==> src/rtl/agenda_asteroide.sv <==
// agenda_asteroide: spawn scheduler feeding uc_gera_asteroide.
// Counts a per-level spawn interval, latches a pseudo-random position and heading
// from a free-running 16-bit Galois LFSR, pulses gera_asteroide, then waits
// (bounded) for the fim_gera_asteroide done pulse.
//
// Handshake: gera_asteroide is a single-cycle request issued from SOLICITA;
// the consumer answers with a single-cycle fim_gera_asteroide, which is only
// honoured while in AGUARDA. pos_x/pos_y/direcao are valid from the request
// cycle until the next SORTEIA. A missing answer is abandoned after TIMEOUT
// AGUARDA cycles and recorded in the sticky timeout flag.
module agenda_asteroide #(
    parameter int          PERIODO_INICIAL  = 1000,
    parameter int          PERIODO_MINIMO   = 200,
    parameter int          DECREMENTO       = 50,
    parameter int          SPAWNS_POR_NIVEL = 8,
    parameter int          TIMEOUT          = 64,
    parameter int          LARGURA_POS      = 4,
    parameter logic [15:0] SEMENTE          = 16'hACE1
) (
    input  logic                   clock,
    input  logic                   reset,
    input  logic                   habilita,
    input  logic                   pausa,
    input  logic                   fim_gera_asteroide,
    output logic                   gera_asteroide,
    output logic [LARGURA_POS-1:0] pos_x,
    output logic [LARGURA_POS-1:0] pos_y,
    output logic [2:0]             direcao,
    output logic [3:0]             nivel,
    output logic                   timeout,
    output logic [3:0]             db_estado
);

    localparam int SW = (SPAWNS_POR_NIVEL > 1) ? $clog2(SPAWNS_POR_NIVEL) : 1;

    // Period only drops while the result stays at or above the floor; the
    // 17-bit threshold keeps the comparison free of wrap-around.
    localparam logic [16:0] LIMIAR     = 17'(PERIODO_MINIMO + DECREMENTO);
    localparam logic [15:0] ULTIMO_TMO = 16'(TIMEOUT - 1);
    localparam logic [SW-1:0] ULTIMO_SP = SW'(SPAWNS_POR_NIVEL - 1);

    typedef enum logic [2:0] {
        PARADO   = 3'd0,
        CONTA    = 3'd1,
        SORTEIA  = 3'd2,
        SOLICITA = 3'd3,
        AGUARDA  = 3'd4,
        ATUALIZA = 3'd5
    } estado_t;

    estado_t         estado;
    logic [15:0]     lfsr;
    logic [15:0]     periodo;
    logic [15:0]     cnt;
    logic [SW-1:0]   spawns;

    // Free-running Galois LFSR (taps 16'hB400), advancing in every state.
    always_ff @(posedge clock) begin
        if (!reset) begin
            lfsr <= SEMENTE;
        end else begin
            lfsr <= {1'b0, lfsr[15:1]} ^ (lfsr[0] ? 16'hB400 : 16'h0000);
        end
    end

    // Scheduler FSM with registered request, draw, level and timeout outputs.
    always_ff @(posedge clock) begin
        if (!reset) begin
            estado         <= PARADO;
            gera_asteroide <= 1'b0;
            pos_x          <= '0;
            pos_y          <= '0;
            direcao        <= '0;
            nivel          <= '0;
            timeout        <= 1'b0;
            periodo        <= 16'(PERIODO_INICIAL);
            cnt            <= '0;
            spawns         <= '0;
        end else begin
            gera_asteroide <= 1'b0;
            case (estado)
                PARADO: begin
                    cnt <= '0;
                    if (habilita) begin
                        estado <= CONTA;
                    end
                end
                CONTA: begin
                    if (!habilita) begin
                        cnt    <= '0;
                        estado <= PARADO;
                    end else if (pausa) begin
                        cnt <= cnt;
                    end else if (cnt == periodo - 16'd1) begin
                        cnt    <= '0;
                        estado <= SORTEIA;
                    end else begin
                        cnt <= cnt + 16'd1;
                    end
                end
                SORTEIA: begin
                    pos_x          <= lfsr[LARGURA_POS+1:2];
                    pos_y          <= lfsr[2*LARGURA_POS+1:LARGURA_POS+2];
                    direcao        <= lfsr[15:13];
                    gera_asteroide <= 1'b1;
                    cnt            <= '0;
                    estado         <= SOLICITA;
                end
                SOLICITA: begin
                    cnt    <= '0;
                    estado <= AGUARDA;
                end
                AGUARDA: begin
                    // A done pulse wins over an expiry landing on the same cycle.
                    if (fim_gera_asteroide) begin
                        cnt    <= '0;
                        estado <= ATUALIZA;
                    end else if (cnt == ULTIMO_TMO) begin
                        timeout <= 1'b1;
                        cnt     <= '0;
                        estado  <= CONTA;
                    end else begin
                        cnt <= cnt + 16'd1;
                    end
                end
                ATUALIZA: begin
                    cnt    <= '0;
                    estado <= CONTA;
                    if (spawns == ULTIMO_SP) begin
                        spawns <= '0;
                        if (nivel != 4'hF) begin
                            nivel <= nivel + 4'd1;
                        end
                        if ({1'b0, periodo} >= LIMIAR) begin
                            periodo <= periodo - 16'(DECREMENTO);
                        end else begin
                            periodo <= 16'(PERIODO_MINIMO);
                        end
                    end else begin
                        spawns <= spawns + SW'(1);
                    end
                end
                default: begin
                    cnt    <= '0;
                    estado <= PARADO;
                end
            endcase
        end
    end

    // Debug state code; unknown encodings show as 4'hF.
    always_comb begin
        db_estado = 4'hF;
        case (estado)
            PARADO:   db_estado = 4'h0;
            CONTA:    db_estado = 4'h1;
            SORTEIA:  db_estado = 4'h2;
            SOLICITA: db_estado = 4'h3;
            AGUARDA:  db_estado = 4'h4;
            ATUALIZA: db_estado = 4'h5;
            default:  db_estado = 4'hF;
        endcase
    end

endmodule

==> config.mk <==
export PLATFORM = sky130hd
export DESIGN_NAME = agenda_asteroide
export DESIGN_NICKNAME = d
export VERILOG_FILES = /design/src/rtl/agenda_asteroide.sv
export SDC_FILE = /design/constraint.sdc
export NUM_CORES = 1
export LEC_CHECK = 0
export CAP_MARGIN = 0
export CORE_ASPECT_RATIO = 0.75
export CORE_UTILIZATION = 58
export CTS_CLUSTER_DIAMETER = 80
export DETAILED_ROUTE_END_ITERATION = 8
export GPL_ROUTABILITY_DRIVEN = 0
export PLACE_DENSITY = 0.79
export SYNTH_ARGS = -nofsm -noshare
export SYNTH_HDL_FRONTEND = slang
export SYNTH_SLANG_ARGS = --single-unit
==> constraint.sdc <==
create_clock -name clock -period 3.2 [get_ports clock]
set_input_delay 0.48 -clock clock [delete_from_list [all_inputs] [get_ports clock]]
set_output_delay 0.48 -clock clock [all_outputs]
set_load 0.05 [all_outputs]
==> results.md, run 1 <==
* Seq cells post-synth at 70
* Post-Synthesis Cells at 404
* CTS tree: done
* Mapped Nets at between 400 and 500
* Top cell family by delay on the critical path: simple AND/OR/NAND/NOR gates
* Inserted Clock Buffers at 9
* Die Span Y at between 60 and 70 µm
* Register area at 1400 µm²
* Status: complete, no violations
* Drt pass-1 iters at 5
* Vias post-DR at approximately 2900
* Chip Width at 91.6 µm
* Multi-input combinational cell area at 1930 µm²
* Hold Fails Final Rpt at 0
* R2r startpoint: periodo[1]$_SDFFE_PN0P_
* Hpwl dp at between 5000 and 6000 µm
* Avg Vias per Cell at 5.78
* Hold Crit Depth at 1
* HP Start: lfsr[12]$_SDFF_PN0_
* Core area at approximately 5800 µm²
* Fill cells at around 460
* Clock Tree Root: clkbuf_8
* Fin crit share at 0.887
* Synth top area cells: dfxtp_1 40%, xnor2_1 5.5%, nand2_1 4.0%
* Clock Latency Late Sink at around 0.36 ns
* Ys async rst share at 0
* Clock Sink Count at 70
* NumNets Final at 429
* Drt total wl at between 7000 and 8000 µm
* Post-synth EDFFs at 0
* Hold Buf Count CTS at 0
* Worst R2R Path Depth at 11
* Pin count of the biggest net entering global routing at approximately 50
* Critical Path, Cell by Cell: inv_1, ha_1, or4b_4, or4_1, o311ai_1, nor2_1, a21oi_2, a31oi_4, buf_4, a31oi_1, mux2i_1
* Total GRT Usage at 0.260
* Reg-to-reg critical path endpoint: cnt[2]$_SDFFE_PN0N_
* Num rows at 24
* Mean Syn Cell Area at about 8.6 µm²
* Setup crit end: cnt[2]$_SDFFE_PN0N_
* Routed Antenna Nets at 0
* Synthesized area at 3490 µm²
* Startpoint Class: flip-flop
* Pwr dens at about 460 nW/µm²
* Pleak at around 0.0013 µW
* Die area at between 6000 and 7000 µm²
* Data arrival, critical path at between 3 and 4 ns
* Most common cell in the synthesized netlist: dfxtp_1
* Worst path depth at 11
* Worst-path fanout max at 9
* Worst Hold Class: flip-flop to flip-flop
* Area leader, netlist: dfxtp_1
* Share of layout cells above drive strength 1 at 0.0943
* Top-area cell type share of the netlist area at 0.401
* IO buf count at 25
* Power, Total at about 1900 µW
* Vias in the first global route at 2666
* Max rail drop VDD at ~270 µV
* Critical Path Sink Type: flip-flop
* Setup_tns at 0 ns
* H-tree Lvls at 3
* Final Max Tran Viols at 0
* RSZ-0062 raised after global routing: no
* Top FF cell, synth: dfxtp_1
* Synth unique cells at 58
* Register-to-register setup slack at 0.36 ns
* Clock buffer depth at 2
* Fin Clk Skew at around 0.0085 ns
* YS warnings at 0
* Top cells by count, synth: 70 x dfxtp_1, 37 x nand2_1, 34 x nor2_1, 22 x clkbuf_1, 22 x xnor2_1
* Worst Tran Pin Value at 0.593 ns
* First-pass GRT wire length at about 13000 µm
* Max Cap Violations at 0
* Drt drc at 0
* CP Launch Point: periodo[1]$_SDFFE_PN0P_
* Worst path slowest cell: or4b_4
* Register area share after synthesis at 0.401
* Routed wirelength normalized by instance count at 15.0 µm
* Slew HR at 0.599
* Worst path max stage delay at 0.51 ns
* Worst Path Buf+Inv at 2
* # diodes at 0
* Clock-pin slew on the worst setup and hold paths at approximately 0.080 ns
* Area growth, synth to finish at 14.6%
* Critical path class: flip-flop to flip-flop
* GRT Residual Overflow at 0
* Initial DRC count at 181
* Initial antenna violation count at 0
* Fmax at 352 MHz
* Starting Density at 0.602
* Final setup viols at 0
* Post-route minimum period at between 2 and 3 ns
* # IOs at 26
* CP required at about 3.5 ns
report_power, final:
group          leakage (µW)  total, µW  internal, µW  switching (µW)
combinational      0.000659        127          53.4            74.0
sequential         0.000569        909           893            16.0
clock              0.000113        824           465             359
total               0.00134       1860          1410             449
area by class of cell:
type                       count  area share
sequential                    70       0.350
clock inverter                 6      0.0235
tap                           78      0.0244
clock buffer                  10      0.0344
multi-input combinational    297       0.482
timing repair buffer          35      0.0800
inverter                       6     0.00563
placed cells by master, fill, tap and decap left out, types with 6 or more instances in the layout:
cell type and instances:
nand3_1 18, clkbuf_8 10, mux2i_1 13, nand2b_1 13
a21oi_1 6, nor2_1 34, nand4_1 11, nor3_1 8
xnor2_1 22, xor2_1 14, buf_4 10, dfxtp_1 70
nor2b_1 16, nand2_1 37, and2_1 14, inv_1 6
o311ai_1 9, o21ai_0 10, clkdlybuf4s50_1 24
layer usage:
metal / vias up / routed length (µm) / part of all wire / global-route usage
li1: 1441 / - / - / -
met1: 1343 / 3570 / 0.47 / 0.357
met2: 103 / 3290 / 0.44 / 0.378
met3: 17 / 524 / 0.070 / 0.0866
met4: 0 / 144 / 0.019 / 0.0970
met5: - / 0 / 0 / 0
how the worst min path moves through the flow:
stage,end
2_1_floorplan,lfsr[0]$_SDFF_PN1_
6_report,lfsr[11]$_SDFF_PN1_
4_1_cts,lfsr[11]$_SDFF_PN1_
3_5_place_dp,lfsr[11]$_SDFF_PN1_
5_1_grt,lfsr[11]$_SDFF_PN1_
3_3_place_gp,lfsr[11]$_SDFF_PN1_
sequential cells by signal, indices dropped and copies added, names as in the netlist:
| signal | count |
|---|---|
| pos_y | 4 |
| periodo | 15 |
| estado | 3 |
| lfsr | 16 |
| cnt | 16 |
| direcao | 3 |
| spawns | 3 |
| gera_asteroide | 1 |
| nivel | 4 |
| timeout | 1 |
| pos_x | 4 |
stage by stage:
stage | instances | setup WS, ns | hold WS, ns | cell area, µm² | util
after global routing | 502 | 0.142 | 0.437 | 4000 | 0.690
after floorplan | 404 | 0.691 | 0.386 | 3490 | -
after detailed placement | 481 | 0.393 | 0.397 | 3730 | 0.644
final | 502 | 0.362 | 0.413 | 4000 | 0.690
after global placement | 481 | 0.453 | 0.389 | 3730 | 0.644
after CTS | 497 | 0.360 | 0.423 | 3960 | 0.684
kinds of logic after synthesis:
logic type               share of synthesized area
XOR/XNOR                                    0.0903
buffers and inverters                       0.0462
AO/OA/AOI/OAI                                0.110
AND/OR/NAND/NOR                              0.296
adder cells (fa/ha/maj)                     0.0179
multiplexers                                0.0373
flip-flops                                   0.401
repair_timing:
item / CTS / global route
resized for setup: 0 / 0
buffers inserted: 0 / 5
setup endpoints to repair: 0 / 1
Power figures use the tool's default switching activity.
==> run 2, diff against run 1 <==
Settings changed: CORE_UTILIZATION 58 to 63, DONT_BUFFER_PORTS from default to 1.
==> run 2 against run 1 <==
Net effect:
- global-route usage down 0.17 points
- sequential share of layout area up 3.0 points
- worst hold slack worse by 0.20 ns
- combinational power down 43%
- clock power shrank 14%
- largest cell class unchanged
- sequential power increased by 2%
- total power fell by 7.9%
- die area down 7.7%
- first-iteration DRC count down 47%
- setup slack worse by 0.044 ns
==> results.md, run 2 (same netlist as run 1, synthesis figures left out) <==
* # diodes at 0
* Reg-to-reg critical path endpoint: cnt[5]$_SDFFE_PN0N_
* CTS resizes at 0
* CTS tree: done
* Final Max Tran Viols at 0
* Total GRT Usage at 0.258
* Most common cell after layout, fill and taps aside: dfxtp_1
* Final setup viols at 0
* Die Span Y at about 66 µm
* Num rows at 23
* Vias in the first global route at approximately 2300
* Worst path max stage delay at 0.58 ns
* Max rail drop VDD at ~350 µV
* RSZ-0062 raised after global routing: no
* Fin Clk Skew at roughly 0.0075 ns
* Routed Antenna Nets at 0
* Worst Tran Pin Value at around 0.59 ns
* Register-to-register setup slack at roughly 0.32 ns
* Drt drc at 0
* Setup_tns at 0 ns
* Share of layout cells above drive strength 1 at 0.0863
* Drt pass-1 iters at 4
* Hold Buf Count CTS at 0
* Status: complete, no violations
* Critical Path Sink Type: flip-flop
* Post-route minimum period at between 2 and 3 ns
* Worst R2R Path Depth at 8
* Startpoint Class: flip-flop
* First-pass GRT wire length at approximately 11000 µm
* CP required at 3.45 ns
* Vias post-DR at approximately 2700
* Hold slack at 0.217 ns
* Critical path class: flip-flop to flip-flop
* # IOs at 26
* Initial DRC count at 96
* HP Start: reset
* Biggest regs: cnt x16, lfsr x16, periodo x15
* NumNets Final at about 400
* Routed wirelength normalized by instance count at 14.5 µm
* Fill cells at about 460
* Avg Vias per Cell at between 5 and 6
* Clock buffer depth at 2
* Clock Sink Count at 70
* Initial antenna violation count at 0
* Area growth, synth to finish at 5.48%
* Worst Hold Class: primary input to flip-flop
* Max Cap Violations at 0
* Fmax at about 350 MHz
* Core area at between 5000 and 6000 µm²
* Clock Latency Late Sink at between 0.3 and 0.4 ns
* Post-CTS Setup Repair Bufs at 0
* Most frequent cells in the layout: 70 x dfxtp_1, 37 x nand2_1, 34 x nor2_1, 22 x xnor2_1, 18 x nand3_1
* Drt total wl at approximately 7000 µm
* Pwr dens at around 470 nW/µm²
* Critical Path, Cell by Cell: nor4_1, nand2_1, o211ai_1, o41ai_1, and4_1, a31oi_4, nand2_2, o311ai_1
* Worst path slowest cell: nor4_1
* Hpwl dp at between 4000 and 5000 µm
* H-tree Lvls at 3
* Hold Path End: lfsr[11]$_SDFF_PN1_
* Pin count of the biggest net entering global routing at 61
* Clock-pin slew on the worst setup and hold paths at 0.07 ns
* GRT Residual Overflow at 0
* Fin crit share at 0.901
* Starting Density at 0.652
* Worst-path fanout max at 16
* Clock Tree Root: clkbuf_8
* Inserted Clock Buffers at 9
* Hold Fails Final Rpt at 0
* Chip Width at 88.0 µm
* Hold Crit Depth at 1
* Pleak at roughly 0.0012 µW
* Data arrival, critical path at ~3.1 ns
* IO buf count at 0
* Slew HR at 0.605
* Die area at about 5800 µm²
* R2r startpoint: periodo[6]$_SDFFE_PN1P_
[run 2: cell types whose count changed in the layout (fill, tap and decap cells not counted), sizes merged]
cell / previous run / this run
clkdlybuf4s50: 24 / 0
buf: 11 / 5
inv: 7 / 6
clkinv: 2 / 4
bufinv: 2 / 1
[run 2: worst max-delay path by stage]
stage                                  from                   to  slack [ns]  depth (start not counted)
floorplan           periodo[1]$_SDFFE_PN0P_  cnt[9]$_SDFFE_PN0N_        0.69                         11
global placement    periodo[1]$_SDFFE_PN0P_  cnt[7]$_SDFFE_PN0N_        0.47                         10
detailed placement  periodo[1]$_SDFFE_PN0P_  cnt[9]$_SDFFE_PN0N_        0.41                         10
CTS                 periodo[1]$_SDFFE_PN0P_  cnt[5]$_SDFFE_PN0N_        0.36                         10
global route        periodo[1]$_SDFFE_PN0P_  cnt[5]$_SDFFE_PN0N_        0.08                         10
finish              periodo[6]$_SDFFE_PN1P_  cnt[5]$_SDFFE_PN0N_        0.32                          8
[run 2: per-stage QoR]
step	utilization	total power, µW	instances	instance area, µm²	setup slack, ns
2_1_floorplan	-	1020	404	3490	0.691
3_3_place_gp	0.651	1020	453	3480	0.468
3_5_place_dp	0.651	1020	453	3480	0.408
4_1_cts	0.688	1730	469	3680	0.364
5_1_grt	0.688	1780	469	3680	0.0845
6_report	0.688	1710	469	3680	0.318
[run 2: final cells by class]
type                    instances  area (µm²)  share of cell area
inverters                       6        22.5             0.00612
clock inverters                 6        61.3              0.0166
clock buffers                  10         138              0.0374
well taps                      75        93.8              0.0255
multi-input cells             297        1930               0.524
flip-flops and latches         70        1400               0.381
repair buffers                  5        37.5              0.0102
[run 2: power breakdown]
group	internal [µW]	switching (µW)
Sequential	893	34.6
Clock	378	335
Combinational	32.7	39.6
[run 2: routing by layer]
metal / vias up / GRT usage / wire, µm
met1: 1213 / 0.367 / 3490
met2: 60 / 0.366 / 2870
li1: 1375 / - / -
met5: - / 0 / 0
met4: 0 / 0.102 / 87
met3: 8 / 0.0706 / 361
[run 2: critical path, delay by kind of cell, from the launching register on]
kind / cells / cell delay (ns)
AO/OA/AOI/OAI: 4 / 1.06
flip-flops: 1 / 0.46
AND/OR/NAND/NOR: 4 / 1.25
